==> src/rtl/cva6_hpdcache_axi_sched_pkg.sv <==
// cva6_hpdcache_axi_sched_pkg: shared types for the AXI read scheduler.
// Entry fields are sized for the widest supported owner/TID; unused upper bits stay zero.
package cva6_hpdcache_axi_sched_pkg;

    localparam int unsigned MaxOwnerWidth = 8;
    localparam int unsigned MaxTidWidth   = 16;

    typedef enum logic {
        IDLE,
        HOLD
    } sched_state_e;

    typedef struct packed {
        logic                     valid;
        logic [MaxOwnerWidth-1:0] owner;
        logic [MaxTidWidth-1:0]   tid;
    } id_entry_t;

endpackage

==> src/rtl/cva6_hpdcache_rr_arbiter.sv <==
// cva6_hpdcache_rr_arbiter: round-robin pick starting at an internal pointer.
// The pointer only moves when the caller commits a grant, and moves past the committed index.
module cva6_hpdcache_rr_arbiter #(
    parameter int unsigned N = 2
) (
    input  logic                 clk_i,
    input  logic                 rst_i,
    input  logic [N-1:0]         req_i,
    input  logic                 adv_i,
    input  logic [$clog2(N)-1:0] adv_idx_i,
    output logic                 gnt_valid_o,
    output logic [$clog2(N)-1:0] gnt_idx_o
);

    localparam int unsigned IdxW = $clog2(N);
    localparam int unsigned SumW = IdxW + 1;

    logic [IdxW-1:0] ptr_q;
    logic [N-1:0]    rot;
    logic [SumW-1:0] sum;

    // Rotate so bit 0 is the requester at the pointer; scan downward so the lowest offset wins.
    always_comb begin
        rot         = N'({req_i, req_i} >> ptr_q);
        gnt_valid_o = 1'b0;
        sum         = '0;
        for (int k = N - 1; k >= 0; k--) begin
            if (rot[k]) begin
                gnt_valid_o = 1'b1;
                sum         = {1'b0, ptr_q} + SumW'(k);
            end
        end
        gnt_idx_o = (sum >= SumW'(N)) ? IdxW'(sum - SumW'(N)) : IdxW'(sum);
    end

    always_ff @(posedge clk_i) begin
        if (rst_i) begin
            ptr_q <= '0;
        end else if (adv_i) begin
            ptr_q <= (adv_idx_i == IdxW'(N - 1)) ? '0 : adv_idx_i + 1'b1;
        end
    end

endmodule

==> src/rtl/cva6_hpdcache_axi_read_scheduler.sv <==
// cva6_hpdcache_axi_read_scheduler: maps requester read misses onto AXI IDs and routes R beats back.
// The address side holds its winner/ID stable once presented; the response side is a pure lookup.
module cva6_hpdcache_axi_read_scheduler
    import cva6_hpdcache_axi_sched_pkg::*;
#(
    parameter int unsigned NReq           = 2,
    parameter int unsigned NumIds         = 8,
    parameter int unsigned IdWidth        = 3,
    parameter int unsigned TidWidth       = 4,
    parameter int unsigned MaxOutstanding = 4,
    parameter int unsigned ReqWidth       = 64,
    parameter int unsigned RespWidth      = 64
) (
    input  logic                                           clk_i,
    input  logic                                           rst_i,
    input  logic [NReq-1:0]                                req_valid_i,
    output logic [NReq-1:0]                                req_ready_o,
    input  logic [NReq-1:0][ReqWidth-1:0]                  req_i,
    input  logic [NReq-1:0][TidWidth-1:0]                  req_tid_i,
    output logic                                           out_valid_o,
    input  logic                                           out_ready_i,
    output logic [ReqWidth-1:0]                            out_o,
    output logic [IdWidth-1:0]                             out_id_o,
    input  logic                                           rsp_valid_i,
    output logic                                           rsp_ready_o,
    input  logic [RespWidth-1:0]                           rsp_i,
    input  logic [IdWidth-1:0]                             rsp_id_i,
    input  logic                                           rsp_last_i,
    output logic [NReq-1:0]                                rsp_valid_o,
    input  logic [NReq-1:0]                                rsp_ready_i,
    output logic [RespWidth-1:0]                           rsp_o,
    output logic [TidWidth-1:0]                            rsp_tid_o,
    output logic                                           err_o,
    output logic [NReq-1:0][$clog2(MaxOutstanding+1)-1:0] outstanding_o
);

    localparam int unsigned OwnerW = $clog2(NReq);
    localparam int unsigned CntW   = $clog2(MaxOutstanding + 1);

    sched_state_e              state_q, state_d;
    logic [OwnerW-1:0]         winner_q, arb_idx, sel;
    logic [IdWidth-1:0]        id_q, free_id, sel_id;
    id_entry_t                 tbl_q [NumIds];
    id_entry_t                 ent, new_ent;
    logic [NReq-1:0][CntW-1:0] cnt_q;
    logic [NReq-1:0]           eligible, owner_oh;
    logic                      arb_valid, free_found, out_hs, hit, free_fire, err_q;

    // Lowest free ID from registered state, so an ID freed this cycle is not reused until the next.
    always_comb begin
        free_found = 1'b0;
        free_id    = '0;
        for (int k = NumIds - 1; k >= 0; k--) begin
            if (!tbl_q[k].valid) begin
                free_found = 1'b1;
                free_id    = IdWidth'(k);
            end
        end
    end

    always_comb begin
        for (int i = 0; i < NReq; i++) begin
            eligible[i] = req_valid_i[i] && (cnt_q[i] < CntW'(MaxOutstanding));
        end
    end

    cva6_hpdcache_rr_arbiter #(
        .N(NReq)
    ) i_arb (
        .clk_i      (clk_i),
        .rst_i      (rst_i),
        .req_i      (eligible),
        .adv_i      (out_hs),
        .adv_idx_i  (sel),
        .gnt_valid_o(arb_valid),
        .gnt_idx_o  (arb_idx)
    );

    always_comb begin
        state_d     = state_q;
        sel         = (state_q == HOLD) ? winner_q : arb_idx;
        sel_id      = (state_q == HOLD) ? id_q : free_id;
        out_valid_o = !rst_i && ((state_q == HOLD) || (arb_valid && free_found));
        out_hs      = out_valid_o && out_ready_i;
        out_o       = req_i[sel];
        out_id_o    = sel_id;
        for (int i = 0; i < NReq; i++) begin
            req_ready_o[i] = out_hs && (sel == OwnerW'(i));
        end
        if (out_valid_o) begin
            state_d = out_ready_i ? IDLE : HOLD;
        end
        new_ent = '{valid: 1'b1, owner: MaxOwnerWidth'(sel), tid: MaxTidWidth'(req_tid_i[sel])};
    end

    // Beats for an unallocated ID are swallowed (ready=1) and flagged one cycle later.
    always_comb begin
        ent = tbl_q[rsp_id_i];
        hit = ent.valid;
        for (int i = 0; i < NReq; i++) begin
            owner_oh[i] = (ent.owner == MaxOwnerWidth'(i));
        end
        rsp_valid_o = (!rst_i && hit && rsp_valid_i) ? owner_oh : '0;
        rsp_ready_o = !rst_i && (!hit || |(owner_oh & rsp_ready_i));
        rsp_o       = rsp_i;
        rsp_tid_o   = TidWidth'(ent.tid);
        free_fire   = rsp_valid_i && rsp_ready_o && hit && rsp_last_i;
    end

    always_ff @(posedge clk_i) begin
        if (rst_i) begin
            state_q  <= IDLE;
            winner_q <= '0;
            id_q     <= '0;
            err_q    <= 1'b0;
            cnt_q    <= '0;
            for (int k = 0; k < NumIds; k++) begin
                tbl_q[k] <= '0;
            end
        end else begin
            state_q <= state_d;
            err_q   <= rsp_valid_i && !hit;
            if (state_q == IDLE && state_d == HOLD) begin
                winner_q <= sel;
                id_q     <= sel_id;
            end
            if (free_fire) begin
                tbl_q[rsp_id_i].valid <= 1'b0;
            end
            if (out_hs) begin
                tbl_q[sel_id] <= new_ent;
            end
            for (int i = 0; i < NReq; i++) begin
                cnt_q[i] <= cnt_q[i] + CntW'(req_ready_o[i]) - CntW'(free_fire && owner_oh[i]);
            end
        end
    end

    assign err_o         = err_q;
    assign outstanding_o = cnt_q;

endmodule
==> config.mk <==
export PLATFORM = sky130hd
export DESIGN_NAME = cva6_hpdcache_axi_read_scheduler
export DESIGN_NICKNAME = d
export VERILOG_FILES = /design/src/rtl/cva6_hpdcache_axi_sched_pkg.sv /design/src/rtl/cva6_hpdcache_rr_arbiter.sv /design/src/rtl/cva6_hpdcache_axi_read_scheduler.sv
export SDC_FILE = /design/constraint.sdc
export NUM_CORES = 1
export LEC_CHECK = 0
export ABC_AREA = 1
export BUFFER_PORTS_ARGS = -buffer_cell sky130_fd_sc_hd__buf_4
export CORE_AREA = 2 2 141 143
export DETAILED_ROUTE_END_ITERATION = 16
export DIE_AREA = 0 0 143 145
export PLACE_DENSITY_LB_ADDON = 0.12
export RECOVER_POWER = 100
export SETUP_SLACK_MARGIN = 0.4
export SLEW_MARGIN = 20
export SYNTH_ARGS = -nofsm -noshare
export SYNTH_HDL_FRONTEND = slang
export SYNTH_SLANG_ARGS = --single-unit
==> constraint.sdc <==
create_clock -name clk_i -period 3.5 [get_ports clk_i]
set_input_delay 0.35 -clock clk_i [delete_from_list [all_inputs] [get_ports clk_i]]
set_output_delay 0.35 -clock clk_i [all_outputs]
set_load 0.02 [all_outputs]
==> impl_results.md, run 1 <==
* Status: finished clean
* HP Class: in -> reg
* Post-layout min period at slightly below 3 ns
* Clock-pin slew on the worst setup and hold paths at around 0.050 ns
* WHS Path Cells at 2
* Antenna violations before repair at 0
* Worst clock skew at about 0.0042 ns
* Seq. cell area at 1620 um2
* I/O pins at 360
* Final Instance Area at 5830 um2
* Antenna diodes at 0
* Post-synth EDFFs at 40
* Congestion Overflow GR at 0
* First-pass GRT wire length at around 29 mm
* Hold path endpoint: state_q
* H-tree depth at 3
* DRT antenna net count at 0
* Post-DR wirelength/cell at ~18 um
* Total GRT Usage at roughly a fifth
* Hold Path Origin: out_ready_i
* Hold-fix buffers, CTS at 0
* Actual slew at the worst max-slew pin at about 1.3 ns
* Util after Layout at between 30 and 40%
* RSZ-0062 raised after global routing: no
* CTS tree: built
* Sum Neg Setup Slack at 0 ns
* Setup repair bufs after CTS at 0
* Slew Viols, Final at 0
* DRC at 0
* Max-cap viol count at 0
* Worst IR Drop VDD at around 0.2 mV
* Drt via density at approximately 4.2
* Vias in the first global route at approximately 4.6k
* Crit path DAT at 3.01 ns
* Fin crit share at a little under nine tenths
* CP most frequent cell: inv_1
* Yosys cell types at 35
* Worst rel slew slack at 9.77%
* PwrDens at 387 nW/um2
* Core ar. at between 15000 and 20000 um2
* Fillers at around 2.3k
* Post-synthesis register bit count at around 60
* Starting density of the core at 23.4%
* Largest stage delay, worst path at approximately 1.2 ns
* LEAKAGE at roughly 2.9 nW
* Layout area overhead at 29.7%
* Drt first-iter violations at between 200 and 250
* # clock sinks at slightly above 60
* Syn avg cell area at between 6 and 7 um2
* Overall Power at about 2.3 mW
* Drt pass-1 iters at 4
* Row count at between 50 and 60
* Reg-to-reg startpoint: outstanding_o[2]
* Post-DP HPWL at around 16 mm
* Final setup viols at 0
* Cell count after synthesis at 657
* Final Hold Viols at 0
* Syn_nets at approximately 880
* XOR/XNOR share of the synthesized area at less than 1%
* Sequential area share after synthesis at 36.1%
* Post-synthesis compound-gate area fraction at 4.73%
* Final-stage net count at roughly 1.0k
* CTS buffer count at 9
* Simple-Gate Fraction of Synth Area at between 30% and 40%
* Crit path required time at roughly 3.5 ns
* PortBufs at approximately 230
* Slowest-stage cell, CP: o21ai_0
* Post-synthesis mux area share at 0%
* Area of the mapped netlist at around 4500 um2
* Detailed Route WL at between 15 and 20 mm
* WS Path Type: reg -> reg
* Flop2flop setup slack at 0.52 ns
* Largest family of logic cells by synthesized area: simple AND/OR/NAND/NOR gates
* Syn. warnings at 0
* Crit path cell chain: inv_1 -> nand2_1 -> o21ai_0 -> inv_1 -> nand2_1 -> o21ai_4 -> inv_1 -> buf_4 -> o21ai_0 -> nor2_1
* Die width at 143 um
* Share of post-route cells with drive strength above 1 at a little over a fifth
* Via count at around 4.6k
* RD Place Congestion at roughly 0.8
* Reg-to-Reg End: tbl_q[4][2]
* Die ar. at 20700 um2
* Ys flop type: edfxtp_1
* Synth Area in Adders at around 2%
* Crit path capture type: flop
* Cell Area, Placed at ~6000 um2
* Crit path max fanout at between 70 and 80
* Root Buffer Master: clkbuf_16
* Critical Path Source Type: flop
* Cell count of the worst reg-to-reg path at 10
* Post-CTS Resized at 0
* Max frequency at 336 MHz
* Maximum root-to-sink buffer count at 2
* Die height at 145 um
* Largest net degree at the start of global routing at 77
* FFs w/ async S/R, synth at 0%
* Area of the multi-input gates at roughly 2000 um2
* Clk_lat worst skew at 0.32 ns
-- state kept, by name, summed over array words and instances (netlist names) --
| register | cells |
|---|---|
| err_o | 1 |
| i_arb.ptr_q | 1 |
| id_q | 3 |
| outstanding_o | 6 |
| state_q | 1 |
| tbl_q | 48 |
| winner_q | 1 |
-- placed cells by master, fill, tap and decap left out, types with 2 or more instances in the layout --
cell / synthesis / final
a21oi_1: 6 / 6
a221oi_1: 4 / 4
a22o_1: 2 / 2
a22oi_1: 2 / 2
buf_4: 72 / 155
clkbuf_1: 3 / 80
clkbuf_16: 0 / 9
clkinv_1: 0 / 3
clkinvlp_4: 0 / 2
dfxtp_1: 21 / 21
edfxtp_1: 40 / 40
fa_1: 2 / 2
ha_1: 4 / 4
inv_1: 49 / 51
inv_2: 4 / 2
nand2_1: 298 / 309
nand2_2: 11 / 2
nand3_1: 15 / 17
nand4_1: 4 / 4
nor2_1: 71 / 75
nor3_1: 3 / 4
o21ai_0: 5 / 10
o2bb2ai_1: 2 / 2
or2_2: 5 / 5
xor2_1: 2 / 2
-- power breakdown --
| part | switching, mW | total, mW | internal, mW |
|---|---|---|---|
| sequential | 0.0160 | 0.816 | 0.800 |
| combinational | 0.446 | 0.670 | 0.225 |
| clock | 0.304 | 0.769 | 0.465 |
-- metrics by stage --
stage | instances | setup slack, ns | hold WS [ns]
2_1_floorplan | 657 | 1.06 | 0.434
3_3_place_gp | 1071 | 0.767 | 0.458
3_5_place_dp | 1071 | 0.692 | 0.463
4_1_cts | 1086 | 0.684 | 0.214
5_1_grt | 1086 | 0.261 | 0.211
6_report | 1086 | 0.520 | 0.223
-- routing by layer --
metal	vias to the layer above	track usage, %	share of wire, %
li1	2285	-	-
met1	2032	24.9	43
met2	240	29.4	46
met3	12	7.59	9.4
met4	2	3.32	0.49
met5	-	2.51	0.33
-- area by class of cell --
cell class / instances / area share [%]
timing repair buffer: 235 / 25.1
sequential: 61 / 27.8
clock inverter: 6 / 0.536
inverter: 53 / 3.41
multi-input combinational: 457 / 33.6
tap: 265 / 5.69
clock buffer: 9 / 3.86
-- how the worst max path moves through the flow --
stage	endpoint	from	slack, ns
2_1_floorplan	outstanding_o[2]	outstanding_o[5]	1.06
3_3_place_gp	outstanding_o[2]	rsp_id_i[0]	0.77
3_5_place_dp	outstanding_o[2]	rsp_id_i[0]	0.69
4_1_cts	out_o[48]	outstanding_o[2]	0.68
5_1_grt	tbl_q[4][2]	outstanding_o[2]	0.26
6_report	tbl_q[4][2]	outstanding_o[2]	0.52
-- worst max-delay path: cells and delay by family, from the launching register on --
family	cells	cell delay, ns
compound gates	3	1.35
buf+inv	4	0.61
flops	1	0.40
simple gates	3	0.26
-- cells in the mapped netlist, types with 3 or more instances --
master,number,share of area (%)
nand2_1,298,25
nor2_2,5,0.70
a221oi_1,4,0.78
edfxtp_1,40,27
dfxtp_1,21,9.3
nor2_1,71,5.9
inv_1,49,4.1
nor3_1,3,0.33
o21ai_2,5,0.97
a21oi_1,6,0.67
nand2_4,3,0.75
buf_4,72,12
inv_2,4,0.33
buf_2,6,0.67
o21ai_0,5,0.56
nand2_2,11,1.5
clkbuf_1,3,0.25
nand3_1,15,1.7
or2_2,5,0.70
nand4_1,4,0.56
ha_1,4,1.1
-- cells by family after synthesis --
group           after synthesis
buf+inv                     139
fa+ha+maj                     6
compound gates               30
simple gates                419
flops                        61
xor+xnor                      2
Note: power is estimated with default switching activity, not from simulation.
==> inputs of run 2 (changes only) <==
==> constraint.sdc (replaced) <==
create_clock -name clk_i -period 3.5 [get_ports clk_i]
set_input_delay 0.175 -clock clk_i [delete_from_list [all_inputs] [get_ports clk_i]]
set_output_delay 0.175 -clock clk_i [all_outputs]
set_load 0.02 [all_outputs]
==> run 2 against run 1 <==
Net effect:
- die area did not move
- worst hold slack got worse by 0.18 ns
- combinational power about the same
- total power up 4.3%
- critical path type unchanged
==> impl_results.md, run 2 (same netlist as run 1, synthesis figures left out) <==
* Via count at 4509 (-1.4%)
* Crit path required time at 3.54 ns (about the same)
* PortBufs at 231 (unchanged)
* I/O pins at 360 (unchanged)
* Worst Setup EP: tbl_q[4][3]
* Setup repair bufs after CTS at 0 (unchanged)
* Actual slew at the worst max-slew pin at 1.16 ns (-0.181 ns)
* CP most frequent cell: o21ai_0
* Buffers plus inverters on the worst setup path at 4 (unchanged)
* Share of post-route cells with drive strength above 1 at 22.0% (+0.095 points)
* Root Buffer Master: clkbuf_16
* Crit path max fanout at 40 (-47%)
* Post-DP HPWL at 16.4 mm (-0.38%)
* Crit path cell chain: inv_1 -> nand2_1 -> o21ai_0 -> inv_1 -> nand2_1 -> o21ai_0 -> clkinv_1 -> buf_4 -> o21ai_0 -> nor2_1
* Worst IR Drop VDD at 0.222 mV (+11%)
* Congestion Overflow GR at 0 (unchanged)
* Row count at 51 (unchanged)
* Final-stage net count at 1035 (unchanged)
* Reg-to-Reg End: tbl_q[4][3]
* Sequential Power Share at 34.6% (-1.6 points)
* Starting density of the core at 23.4% (unchanged)
* Detailed Route WL at 19.8 mm (-0.86%)
* Drt pass-1 iters at 4 (unchanged)
* Layout area overhead at 30.4%
* Crit path DAT at 2.80 ns (-0.21 ns)
* Vias in the first global route at 4620 (+1.4%)
* Slew Viols, Final at 0 (unchanged)
* LEAKAGE at 2.96 nW (+0.59%)
* HP Class: in -> reg
* Crit. Startpoint: outstanding_o[2]
* P_int at 1.57 mW (+5.7%)
* Die ar. at 20700 um2 (unchanged)
* Largest register FFs at 48 (unchanged)
* Drt via density at 4.15 (-1.4%)
* Family with the most delay on the worst path: compound AO/OA/AOI/OAI gates
* Largest stage delay, worst path at 0.95 ns (-0.20 ns)
* Cell count of the worst reg-to-reg path at 10 (unchanged)
* Hold-fix buffers, CTS at 0 (unchanged)
* DRC at 0 (unchanged)
* Post-CTS Resized at 0 (unchanged)
* Status: finished clean
* Die height at 145 um (unchanged)
* Post-DR wirelength/cell at 18.2 um (-0.95%)
* Post-layout min period at 2.76 ns (-0.215 ns)
* Final Hold Viols at 0 (unchanged)
* Fin crit share at 79.0% (-6.1 points)
* Largest net degree at the start of global routing at 69 (-10%)
* Clock-pin slew on the worst setup and hold paths at 0.06 ns (about the same)
* Crit path capture type: flop
* RD Place Congestion at 0.813 (+2.8%)
* Slowest-stage cell, CP: o21ai_0
* Maximum root-to-sink buffer count at 2 (unchanged)
* Drt first-iter violations at 216 (-0.46%)
* Most frequent cells in the layout: 308 x nand2_1, 155 x buf_4, 81 x clkbuf_1
* Final setup viols at 0 (unchanged)
* Reg-to-reg startpoint: outstanding_o[2]
* # clock sinks at 61 (unchanged)
* WS Path Type: reg -> reg
* Hold_ws at 0.0407 ns (-0.183 ns)
* Clk_lat worst skew at 0.33 ns (about the same)
* Max frequency at 362 MHz (+7.8%)
* P_sw at 0.778 mW (+1.6%)
* Largest Register: tbl_q
* Clock Power Share at 36.9% (+2.8 points)
* Comb pwr share at 28.5% (-1.2 points)
* Commonest non-fill, non-tap cell in the layout: nand2_1
* Antenna violations before repair at 0 (unchanged)
* Max-cap viol count at 0 (unchanged)
* DRT antenna net count at 0 (unchanged)
* Critical Path Source Type: flop
* WP depth at 10 (unchanged)
* Flop2flop setup slack at 0.74 ns (+0.22 ns)
* Total GRT Usage at 19.0% (+0.061 points)
* Core ar. at 19200 um2 (unchanged)
* Net Sw Frac at 33.1% (-0.87 points)
* H-tree depth at 3 (unchanged)
* CTS buffer count at 9 (unchanged)
* Antenna diodes at 0 (unchanged)
* First-pass GRT wire length at 29.0 mm (-0.49%)
* CTS tree: built
* RSZ-0062 raised after global routing: no
* PwrDens at 401 nW/um2 (+3.7%)
* Worst clock skew at 0.00929 ns (+0.00512 ns)
* Worst rel slew slack at 22.0% (+12 points)
* Sum Neg Setup Slack at 0 ns (unchanged)
* Die width at 143 um (unchanged)
==> run 2: cell types whose count changed in the layout (fill, tap and decap cells not counted), sizes merged <==
| cell | previous run | this run |
|---|---|---|
| bufinv | 0 | 1 |
| clkbuf | 89 | 90 |
| clkinvlp | 2 | 1 |
| clkinv | 4 | 5 |
| inv | 53 | 52 |
==> run 2: power by group through the flow <==
stage | Clock [mW] | Sequential, mW | Combinational [mW]
after detailed placement | 0 | 0.830 | 0.779
after CTS | 0.892 | 0.815 | 0.783
final | 0.868 | 0.815 | 0.670
after floorplan | 0 | 0.829 | 0.496
after global routing | 0.917 | 0.818 | 0.742
after global placement | 0 | 0.830 | 0.784
==> run 2: worst min-delay path by stage <==
| stage | startpoint | to | slack, ns | depth (start not counted) |
|---|---|---|---|---|
| after CTS | out_ready_i | state_q | 0.03 | 2 |
| final | out_ready_i | state_q | 0.04 | 2 |
| after global placement | rsp_i[16] | rsp_o[16] | 0.35 | 0 |
| after detailed placement | rsp_i[16] | rsp_o[16] | 0.35 | 0 |
| after global routing | out_ready_i | state_q | 0.03 | 2 |
| after floorplan | out_ready_i | state_q | 0.26 | 1 |
==> run 2: stage by stage <==
stage               setup WS (ns)  instances  utilization (%)  instance area [um2]  power, mW
detailed placement          0.869       1071             31.1                 5970       1.61
CTS                         0.989       1087             32.6                 6260       2.49
global placement            0.918       1071             31.1                 5970       1.61
finish                      0.735       1087             30.5                 5870       2.35
global route                0.386       1087             30.5                 5870       2.48
floorplan                    1.06        657                -                 4500       1.32
==> run 2: cell type report <==
| cell class | count | area [um2] |
|---|---|---|
| sequential | 61 | 1620 |
| tap | 265 | 332 |
| timing repair buffer | 235 | 1460 |
| inverter | 53 | 199 |
| fill | 2231 | 13300 |
| clock inverter | 6 | 63.8 |
| clock buffer | 10 | 229 |
| multi-input combinational | 457 | 1960 |
==> run 2: metal layers <==
metal / GRT usage, % / vias up / wire length (um)
met1: 24.4 / 1971 / 8610
met3: 8.42 / 15 / 2010
li1: - / 2290 / -
met2: 29.5 / 231 / 8930
met5: 2.51 / - / 66
met4: 3.61 / 2 / 206
==> run 2: worst register-to-register path, cell delays in order, from the launching register on <==
cell,delay (ns)
dfxtp_1,0.39
inv_1,0.07
nand2_1,0.07
o21ai_0,0.08
inv_1,0.08
nand2_1,0.05
o21ai_0,0.15
clkinv_1,0.19
buf_4,0.30
o21ai_0,0.98
nor2_1,0.12
==> inputs of run 3 (changes only) <==
==> constraint.sdc (replaced) <==
create_clock -name clk_i -period 2.4 [get_ports clk_i]
set_input_delay 0.12 -clock clk_i [delete_from_list [all_inputs] [get_ports clk_i]]
set_output_delay 0.12 -clock clk_i [all_outputs]
set_load 0.02 [all_outputs]
==> run 3 against run 2 <==
Net effect:
- sequential share of layout area decreased by 3.9 points
- wire length increased by 12%
- register-to-register slack got worse by 0.54 ns
- first-iteration DRC count increased by 2.3%
- clock-buffer cell count increased by 1
- die area unchanged
- flip-flop and latch count unchanged
- total power increased by 65%
- worst hold slack got worse by 0.023 ns
- critical path type is now reg -> out
- largest power group unchanged
==> impl_results.md, run 3 (same netlist as run 1, synthesis figures left out) <==
* Status: finished clean
* Sequential Power Share at 30.6% (-4.0 points)
* WP depth at 11 (+1)
* P_sw at 1.23 mW (+58%)
* Sum Neg Setup Slack at 0 ns (unchanged)
* Net Sw Frac at 31.8% (-1.3 points)
* Die ar. at 20700 um2 (unchanged)
* WS Path Type: reg -> out
* WHS Path Cells at 2 (unchanged)
* Fillers at 2142 (-4.0%)
* Crit path cell chain: nor2_1 -> o21ai_2 -> inv_1 -> nand2_2 -> o21ai_2 -> clkbuf_1 -> buf_12 -> buf_4 -> nand2_1 -> nand2_1 -> clkbuf_2
* Fin crit share at between 90% and 100%
* Vias in the first global route at 4720 (+2.2%)
* H-tree depth at 3 (unchanged)
* Antenna diodes at 0 (unchanged)
* Clk_lat worst skew at 0.33 ns (about the same)
* First-pass GRT wire length at 30.8 mm (+6.2%)
* Placed Cells at 1081 (+0.93%)
* Layout area overhead at 52.8%
* Total GRT Usage at 20.4% (+1.4 points)
* CTS buffer count at 9 (unchanged)
* Final Hold Viols at 0 (unchanged)
* DRC at 0 (unchanged)
* DRT antenna net count at 0 (unchanged)
* Cell count of the worst reg-to-reg path at 18 (+8)
* Hold-fix buffers, CTS at 0 (unchanged)
* Critical Path Source Type: flop
* Fin cells at 1125 (+3.5%)
* Drt pass-1 iters at 5 (+1)
* Largest net degree at the start of global routing at 41 (-41%)
* P_int at 2.64 mW (+68%)
* Via count at 4780 (+6.0%)
* Slowest-stage cell, CP: clkbuf_1
* Worst IR Drop VDD at 0.354 mV (+59%)
* Crit path DAT at 2.13 ns (-0.67 ns)
* LEAKAGE at 3.53 nW (+19%)
* Final-stage net count at 1073 (+3.7%)
* Final setup viols at 0 (unchanged)
* Antenna violations before repair at 0 (unchanged)
* Max frequency at between 400 and 500 MHz
* Post-DR wirelength/cell at 19.7 um (+8.1%)
* Largest Register: tbl_q
* PwrDens at 563 nW/um2 (+40%)
* Starting density of the core at 23.4% (unchanged)
* Area of the multi-input gates at 2230 um2 (+14%)
* Crit path required time at 2.28 ns (-1.26 ns)
* Family with the most delay on the worst path: buffers and inverters
* Post-layout min period at 2.25 ns
* Root Buffer Master: clkbuf_16
* Maximum root-to-sink buffer count at 2 (unchanged)
* Worst clock skew at 0.00593 ns (-0.00336 ns)
* Congestion Overflow GR at 0 (unchanged)
* RD Place Congestion at 0.796 (-2.0%)
* Detailed Route WL at 22.2 mm (+12%)
* I/O pins at 360 (unchanged)
* Die height at 145 um (unchanged)
* HP Class: in -> reg
* Max-cap viol count at 0 (unchanged)
* Drt via density at 4.25 (+2.4%)
* Crit path max fanout at 10 (-75%)
* Crit path capture type: primary output
* Largest stage delay, worst path at 0.36 ns (-0.59 ns)
* Seq. cell area at 1640 um2 (+0.85%)
* PortBufs at 231 (unchanged)
* Worst rel slew slack at 71.3% (+49 points)
* Slew Viols, Final at 0 (unchanged)
* Core ar. at 19200 um2 (unchanged)
* Row count at 51 (unchanged)
* Largest register FFs at 48 (unchanged)
* Most frequent cells in the layout: 262 x nand2_1, 190 x buf_4, 72 x nor2_1
* # clock sinks at 61 (unchanged)
* Drt first-iter violations at 221 (+2.3%)
* Die width at 143 um (unchanged)
* Clock Power Share at 34.8% (-2.1 points)
* RSZ-0062 raised after global routing: yes
* Commonest non-fill, non-tap cell in the layout: nand2_1
* Clock-pin slew on the worst setup and hold paths at 0.05 ns (about the same)
* CTS tree: built
* Comb pwr share at 34.6% (+6.1 points)
* Post-DP HPWL at 17.4 mm (+6.3%)
* Share of post-route cells with drive strength above 1 at 40.6% (+19 points)
* Actual slew at the worst max-slew pin at 0.431 ns (-0.727 ns)
* Buffers plus inverters on the worst setup path at 5 (+1)
[run 3: cell count changes in the layout (fill, tap and decap cells not counted), moves of 5 or more]
cell       delta
clkbuf_2     +31
buf_4        +35
o21ai_0       -7
inv_1         -6
dfxtp_2       +5
nand2_1      -46
nand2_2      +39
clkbuf_16     +5
buf_12        +7
inv_2         +6
nand2_4       +7
buf_6         +9
dfxtp_1       -7
clkbuf_1     -54
[run 3: area by class of cell]
type,instances,share of cell area (%)
multi-input combinational,457,32.4
timing repair buffer,273,31.6
sequential,61,23.8
tap,265,4.82
clock buffer,11,3.39
inverter,53,2.97
clock inverter,5,1.09
[run 3: final timing paths]
kind / start / endpoint / slack, ns
setup / recovery: outstanding_o[5] / out_o[45] / 0.15
hold / removal: out_ready_i / state_q / 0.02
setup reg to reg: tbl_q[6][5] / outstanding_o[2] / 0.20
hold reg to reg: outstanding_o[2] / outstanding_o[2] / 0.47
[run 3: routing by layer]
| layer | vias up | routed length [um] | global-route usage, % |
|---|---|---|---|
| li1 | 2368 | - | - |
| met1 | 2158 | 9580 | 25.8 |
| met2 | 237 | 10000 | 31.1 |
| met3 | 13 | 2300 | 10.8 |
| met4 | 4 | 144 | 2.97 |
| met5 | - | 120 | 4.51 |
[run 3: through the flow]
| step | hold WS, ns | util [%] | area [um2] | power (mW) | worst slack, ns |
|---|---|---|---|---|---|
| CTS | 0.00676 | 34.3 | 6590 | 3.81 | 0.177 |
| global route | 0.0154 | 35.8 | 6870 | 4.07 | 0.0179 |
| detailed placement | 0.240 | 31.7 | 6090 | 2.38 | 0.0662 |
| finish | 0.0175 | 35.8 | 6870 | 3.87 | 0.151 |
| floorplan | 0.204 | - | 4530 | 1.94 | 0.196 |
| global placement | 0.240 | 31.7 | 6090 | 2.38 | 0.112 |
[run 3: what timing repair did]
action,CTS,global route
gates cloned,3,9
buffers inserted,7,9
setup endpoints to repair,100,126
pin swaps,4,11
gates resized for setup,16,82
[run 3: power by group through the flow]
stage | Sequential, mW | Combinational [mW] | Clock, mW
final | 1.19 | 1.34 | 1.35
after global routing | 1.19 | 1.45 | 1.43
after CTS | 1.19 | 1.25 | 1.38
after detailed placement | 1.21 | 1.17 | 0
after global placement | 1.21 | 1.18 | 0
after floorplan | 1.21 | 0.727 | 0
